==> src/rtl/bram_reader_pkg.sv <==
// Shared types and defaults for the BRAM read client: state encoding and
// the read-credit rule used to keep the output FIFO from overflowing.
package bram_reader_pkg;

    localparam int ADDR_BITS_DEF  = 11;
    localparam int DATA_BITS_DEF  = 8;
    localparam int FIFO_DEPTH_DEF = 4;

    typedef enum logic [1:0] {
        ST_IDLE  = 2'd0,
        ST_RUN   = 2'd1,
        ST_DRAIN = 2'd2,
        ST_DONE  = 2'd3
    } state_t;

    // A read may issue only if every byte already owed to the FIFO, plus this
    // one, still fits once this cycle's pop has been accounted for.
    function automatic logic credit_ok(input int unsigned occ,
                                       input int unsigned in_flight,
                                       input logic        pop,
                                       input int unsigned depth);
        return (occ + in_flight) < (depth + 32'(pop));
    endfunction

endpackage

==> src/rtl/bram_reader_fifo.sv <==
// Small synchronous FIFO used as the output skid buffer of bram_reader.
module bram_reader_fifo #(
    parameter int DEPTH = 4,
    parameter int WIDTH = 8
) (
    input  logic                         clk,
    input  logic                         rst,
    input  logic                         push,
    input  logic [WIDTH-1:0]             din,
    input  logic                         pop,
    output logic [WIDTH-1:0]             dout,
    output logic                         full,
    output logic                         empty,
    output logic [$clog2(DEPTH+1)-1:0]   count
);

    localparam int PW = (DEPTH > 1) ? $clog2(DEPTH) : 1;
    localparam int CW = $clog2(DEPTH + 1);

    logic [WIDTH-1:0] mem_q [DEPTH];
    logic [WIDTH-1:0] mem_d [DEPTH];
    logic [PW-1:0]    rd_ptr_q, rd_ptr_d;
    logic [PW-1:0]    wr_ptr_q, wr_ptr_d;
    logic [CW-1:0]    count_q, count_d;
    logic             push_eff_s, pop_eff_s;

    assign full  = (count_q == CW'(DEPTH));
    assign empty = (count_q == CW'(0));
    assign count = count_q;
    assign dout  = empty ? {WIDTH{1'b0}} : mem_q[rd_ptr_q];

    // Next-state for storage, pointers and occupancy; a push on a full FIFO
    // is accepted only when the same cycle frees a slot.
    always_comb begin
        pop_eff_s  = pop && !empty;
        push_eff_s = push && (!full || pop_eff_s);
        mem_d      = mem_q;
        rd_ptr_d   = rd_ptr_q;
        wr_ptr_d   = wr_ptr_q;
        if (push_eff_s) begin
            mem_d[wr_ptr_q] = din;
            wr_ptr_d = (wr_ptr_q == PW'(DEPTH - 1)) ? PW'(0) : wr_ptr_q + PW'(1);
        end else begin
            wr_ptr_d = wr_ptr_q;
        end
        if (pop_eff_s) begin
            rd_ptr_d = (rd_ptr_q == PW'(DEPTH - 1)) ? PW'(0) : rd_ptr_q + PW'(1);
        end else begin
            rd_ptr_d = rd_ptr_q;
        end
        case ({push_eff_s, pop_eff_s})
            2'b10:   count_d = count_q + CW'(1);
            2'b01:   count_d = count_q - CW'(1);
            default: count_d = count_q;
        endcase
    end

    // FIFO state registers.
    always_ff @(posedge clk or posedge rst) begin
        if (rst) begin
            for (int i = 0; i < DEPTH; i++) begin
                mem_q[i] <= {WIDTH{1'b0}};
            end
            rd_ptr_q <= PW'(0);
            wr_ptr_q <= PW'(0);
            count_q  <= CW'(0);
        end else begin
            mem_q    <= mem_d;
            rd_ptr_q <= rd_ptr_d;
            wr_ptr_q <= wr_ptr_d;
            count_q  <= count_d;
        end
    end

endmodule

==> src/rtl/bram_reader.sv <==
// Walks a contiguous BRAM address range on command and streams the bytes
// out through a small FIFO, absorbing the one-cycle BRAM read latency.
module bram_reader
    import bram_reader_pkg::*;
#(
    parameter int ADDR_BITS  = ADDR_BITS_DEF,
    parameter int DATA_BITS  = DATA_BITS_DEF,
    parameter int FIFO_DEPTH = FIFO_DEPTH_DEF
) (
    input  logic                 clk,
    input  logic                 rst,
    input  logic                 start,
    input  logic [ADDR_BITS-1:0] base_addr,
    input  logic [ADDR_BITS:0]   length,
    output logic                 busy,
    output logic                 done,
    output logic [ADDR_BITS-1:0] rdaddress,
    output logic                 oen,
    input  logic [DATA_BITS-1:0] bram_data,
    output logic [DATA_BITS-1:0] out_data,
    output logic                 out_valid,
    input  logic                 out_ready
);

    localparam int FCW = $clog2(FIFO_DEPTH + 1);

    state_t               state_q, state_d;
    logic [ADDR_BITS-1:0] addr_q, addr_d;
    logic [ADDR_BITS:0]   issue_left_q, issue_left_d;
    logic [ADDR_BITS:0]   xfer_left_q, xfer_left_d;
    logic                 oen_q, oen_d;
    logic [ADDR_BITS-1:0] rdaddr_q, rdaddr_d;
    logic                 push_q, push_d;

    logic                 busy_s, done_s;
    logic                 go_s, pop_s, issue_s;
    logic [ADDR_BITS-1:0] cur_addr_s;
    logic [ADDR_BITS:0]   cur_left_s;
    logic [FCW-1:0]       fifo_count_s;
    logic                 fifo_full_s, fifo_empty_s;

    assign busy      = busy_s;
    assign done      = done_s;
    assign oen       = oen_q;
    assign rdaddress = rdaddr_q;
    assign out_valid = !fifo_empty_s;

    // State register.
    always_ff @(posedge clk or posedge rst) begin
        if (rst) begin
            state_q <= ST_IDLE;
        end else begin
            state_q <= state_d;
        end
    end

    // Next-state logic.
    always_comb begin
        case (state_q)
            ST_IDLE: begin
                if (start) begin
                    state_d = (length == {(ADDR_BITS+1){1'b0}}) ? ST_DONE : ST_RUN;
                end else begin
                    state_d = ST_IDLE;
                end
            end
            ST_RUN: begin
                if (issue_left_q == {(ADDR_BITS+1){1'b0}}) begin
                    state_d = ST_DRAIN;
                end else begin
                    state_d = ST_RUN;
                end
            end
            ST_DRAIN: begin
                if (pop_s && (xfer_left_q == (ADDR_BITS+1)'(1))) begin
                    state_d = ST_DONE;
                end else begin
                    state_d = ST_DRAIN;
                end
            end
            ST_DONE: state_d = ST_IDLE;
            default: state_d = ST_IDLE;
        endcase
    end

    // State-decoded outputs.
    always_comb begin
        case (state_q)
            ST_RUN, ST_DRAIN: begin busy_s = 1'b1; done_s = 1'b0; end
            ST_DONE:          begin busy_s = 1'b0; done_s = 1'b1; end
            default:          begin busy_s = 1'b0; done_s = 1'b0; end
        endcase
    end

    // Address walk, read credit and byte accounting. The first read issues in
    // the same cycle start is sampled, straight from base_addr/length.
    always_comb begin
        go_s       = (state_q == ST_IDLE) && start;
        pop_s      = !fifo_empty_s && out_ready;
        cur_addr_s = go_s ? base_addr : addr_q;
        cur_left_s = go_s ? length : issue_left_q;
        issue_s    = (go_s || (state_q == ST_RUN))
                     && (cur_left_s != {(ADDR_BITS+1){1'b0}})
                     && credit_ok(32'(fifo_count_s), 32'(oen_q) + 32'(push_q),
                                  pop_s, FIFO_DEPTH)
                     && (!fifo_full_s || pop_s);

        push_d = oen_q;
        if (issue_s) begin
            oen_d        = 1'b1;
            rdaddr_d     = cur_addr_s;
            addr_d       = cur_addr_s + ADDR_BITS'(1);
            issue_left_d = cur_left_s - (ADDR_BITS+1)'(1);
        end else if (go_s) begin
            oen_d        = 1'b0;
            rdaddr_d     = rdaddr_q;
            addr_d       = base_addr;
            issue_left_d = length;
        end else begin
            oen_d        = 1'b0;
            rdaddr_d     = rdaddr_q;
            addr_d       = addr_q;
            issue_left_d = issue_left_q;
        end

        if (go_s) begin
            xfer_left_d = length;
        end else if (pop_s) begin
            xfer_left_d = xfer_left_q - (ADDR_BITS+1)'(1);
        end else begin
            xfer_left_d = xfer_left_q;
        end
    end

    // Datapath registers; push_q marks the cycle bram_data is valid.
    always_ff @(posedge clk or posedge rst) begin
        if (rst) begin
            addr_q       <= {ADDR_BITS{1'b0}};
            issue_left_q <= {(ADDR_BITS+1){1'b0}};
            xfer_left_q  <= {(ADDR_BITS+1){1'b0}};
            oen_q        <= 1'b0;
            rdaddr_q     <= {ADDR_BITS{1'b0}};
            push_q       <= 1'b0;
        end else begin
            addr_q       <= addr_d;
            issue_left_q <= issue_left_d;
            xfer_left_q  <= xfer_left_d;
            oen_q        <= oen_d;
            rdaddr_q     <= rdaddr_d;
            push_q       <= push_d;
        end
    end

    bram_reader_fifo #(
        .DEPTH (FIFO_DEPTH),
        .WIDTH (DATA_BITS)
    ) u_fifo (
        .clk   (clk),
        .rst   (rst),
        .push  (push_q),
        .din   (bram_data),
        .pop   (pop_s),
        .dout  (out_data),
        .full  (fifo_full_s),
        .empty (fifo_empty_s),
        .count (fifo_count_s)
    );

endmodule

==> config.mk <==
export PLATFORM = sky130hd
export DESIGN_NAME = bram_reader
export DESIGN_NICKNAME = d
export VERILOG_FILES = /design/src/rtl/bram_reader_pkg.sv /design/src/rtl/bram_reader_fifo.sv /design/src/rtl/bram_reader.sv
export SDC_FILE = /design/constraint.sdc
export NUM_CORES = 1
export LEC_CHECK = 0
export ABC_AREA = 1
export CAP_MARGIN = 0
export CORE_MARGIN = 1
export CORE_UTILIZATION = 57
export DETAILED_ROUTE_END_ITERATION = 12
export MAX_ROUTING_LAYER = met4
export PLACE_DENSITY = 0.8
export SYNTH_ARGS = -nofsm -noshare
export SYNTH_HDL_FRONTEND = slang
export SYNTH_HIERARCHICAL = 1
export SYNTH_SLANG_ARGS = --single-unit
==> constraint.sdc <==
create_clock -name clk -period 3.15 [get_ports clk]
set_input_delay 0.7875 -clock clk [delete_from_list [all_inputs] [get_ports clk]]
set_output_delay 0.7875 -clock clk [all_outputs]
set_load 0.01 [all_outputs]
==> key figures <==
Floorplan
  – # rows: 35
  – Top-Level Pins: 58
  – Die ar.: 10000 µm²
  – Core Footprint: 9280 µm²
  – Starting Density: 58.9%
  – Die width: 100 µm
  – Die Y-Extent: 100 µm

Routing
  – Detailed Route Iter0 Violations: 319
  – DR WL/cell: 13.9 µm
  – Post-Route WL: 13.0 mm
  – Final ANT Viol Nets: 0
  – DR vias: 4977
  – DR pass1 iterations: 5
  – Post-route DRC: 0
  – Vias per inst: 5.35

STA
  – Worst hold margin: 0.466 ns
  – Maximum clock frequency: 341 MHz
  – Fin Clk Skew: 0.0102 ns
  – Slew Viols, Final: 0
  – # setup viols final: 0
  – RSZ-0062 raised after global routing: no
  – Fin crit share: 93.0%
  – Hold Vio Cnt, Final: 0
  – Worst Tran Pin Value: 0.641 ns
  – Worst slew margin: 57.3%
  – Final TNS setup: 0 ns
  – Tmin final: 2.93 ns

Clock tree
  – Clk root buf: clkbuf_8
  – H-tree Lvls: 3
  – Deepest clock path buffer count: 2
  – CTS tree: yes
  – Clk slew on worst S/H paths: 0.09 ns
  – Clk sinks: 89
  – Clock latency on the worst-skew pair: 0.35 ns
  – Cts bufs inserted: 9

Worst setup path
  – WP data required: 2.36 ns
  – Crit path launch: u_fifo/count[2]
  – Cell family with most CP delay: buffers and inverters
  – Flop-to-flop setup slack: 0.48 ns
  – Worst EP arrival: 2.14 ns
  – Capture point of the worst path: out_data[3]
  – Critical-path cell list: inv_1, nand2_1, clkinv_1, a21oi_1, clkdlybuf4s50_1
  – R2R Path Start: u_fifo/count[2]
  – Startpoint Class: flip-flop
  – Worst-path fanout max: 9
  – FF-to-FF End: u_fifo/mem_q[30]
  – Critical path type: flip-flop to output port
  – WP buf/inv: 3
  – Critical path depth: 5
  – Slowest CP cell: clkdlybuf4s50_1
  – Crit path capture type: output port
  – Crit-path max cell delay: 0.57 ns
  – Worst R2R Path Depth: 12

Synth
  – #FFs+latches synth: 89
  – Seq/Total Area, Yosys: 40.7%
  – Post-Synthesis Net Count: 798
  – Cell variety after synth: 34
  – Synth Instances: 745
  – Average size of a mapped cell: 7.35 µm²
  – Post-Syn Area: 5470 µm²
  – Synth Warn #: 6

Cells and area
  – Multi-input gate area: 2690 µm²
  – Final nets: 849
  – Area Growth Syn to Fin: 14.1%
  – Share of cells above drive strength 1: 7.74%
  – Reg area: 2230 µm²
  – Antenna Cells: 0
  – Fillcell total: 812

Global routing
  – GRT overflow: 0
  – Vias in the first global route: 4625
  – GRT Util Overall: 28.3%
  – Largest net degree at the start of global routing: 51
  – First-pass GRT wire length: 21.8 mm
  – Initial antenna violation count: 0

Status
  – Status: completed

Power
  – Tot Pwr: 6.39 mW
  – PD cells: 1020 nW/µm²
  – Static Leak: 3.22 nW
  – Maximum VDD drop: 599 µV

Worst hold path
  – Worst Hold Class: flip-flop to flip-flop

Run
  – Total of max-cap violations: 0

Placement
  – GP Congestion: 0.991
  – Number of buffers added on ports: 57
  – DP Wirelength: 9.10 mm
through the flow:
step                utilization [%]  worst slack, ns  cell area, µm²  std cells
finish                         67.2            0.221            6240        930
detailed placement             65.1            0.253            6040        914
floorplan                         -            0.754            5470        745
global route                   67.2            0.108            6240        930
CTS                            67.2           0.0743            6240        930
global placement               65.1            0.279            6040        914
final cells by class:
type	count	area share (%)
well taps	129	2.59
clock buffers	10	2.04
flip-flops and latches	89	35.7
clock inverters	6	1.18
multi-input cells	548	43.1
repair buffers	69	10.6
inverters	79	4.79
synthesized netlist by cell type, drive strengths merged:
master,number,area (µm²)
nor4,5,31.3
or2,2,12.5
xnor2,2,17.5
ha,16,200
o221ai,3,26.3
nand2,303,1170
buf,29,255
fa,2,40.0
nor3,4,20.0
clkinv,1,3.75
inv,78,295
dfrtp,89,2230
nand3,52,290
o21ai,35,190
xor2,16,140
nor2,54,218
nand3b,1,7.51
nand4,37,231
a21oi,10,53.8
o211ai,6,45.0
layer usage:
metal  track usage, %  routed length [µm]  vias to the layer above
met2             44.8                6140                      167
met5                -                   0                        -
met3             2.92                 764                       13
li1                 -                   -                     2478
met1             38.5                5860                     2319
met4             9.59                 187                        0
cells by family after synthesis:
group	after synthesis	share of synthesized area [%]
buf+inv	108	10.1
simple gates	458	36.1
xor+xnor	18	2.88
compound gates	54	5.76
fa+ha+maj	18	4.39
flops	89	40.7
worst min path at each step:
| stage | depth (start not counted) | startpoint | to | slack, ns |
|---|---|---|---|---|
| after floorplan | 0 | oen | push_q | 0.43 |
| after CTS | 0 | oen | push_q | 0.47 |
| after global routing | 0 | oen | push_q | 0.49 |
| after detailed placement | 0 | oen | push_q | 0.45 |
| final | 0 | oen | push_q | 0.47 |
| after global placement | 0 | oen | push_q | 0.45 |
cells in the final DEF (no fill, tap or decap), types with 3 or more instances in the layout:
cell and instances:
nand3_2 6, a21oi_1 9, nor4_1 5, o21ai_1 4
nor3_1 4, inv_1 69, nand2_2 6, clkdlybuf4s50_1 57
ha_1 16, nor2_2 6, dfrtp_1 88, o21ai_0 29
nand4_1 37, clkbuf_8 9, buf_4 12, o221ai_1 3
nand3_1 46, xor2_1 16, nor2_1 48, inv_2 8
o211ai_1 6, nand2_1 295
flip-flops by register name, indices dropped and copies added, names as in the netlist:
name             count
u_fifo/wr_ptr_q      2
oen                  1
xfer_left_q         12
state_q              2
rdaddress           11
u_fifo/rd_ptr_q      2
issue_left_q        12
addr_q              11
u_fifo/count         3
push_q               1
u_fifo/mem_q        32
timing repair:
action | CTS | global route
resized for setup | 0 | 1
setup buffers | 0 | 0
hold buffers | 0 | 0
setup endpoints to repair | 0 | 6
report_power, final:
part | internal [mW] | switching, mW
Sequential | 1.68 | 0.347
Combinational | 1.31 | 2.24
Clock | 0.379 | 0.437
No activity file was read; power rests on OpenSTA's default activity.
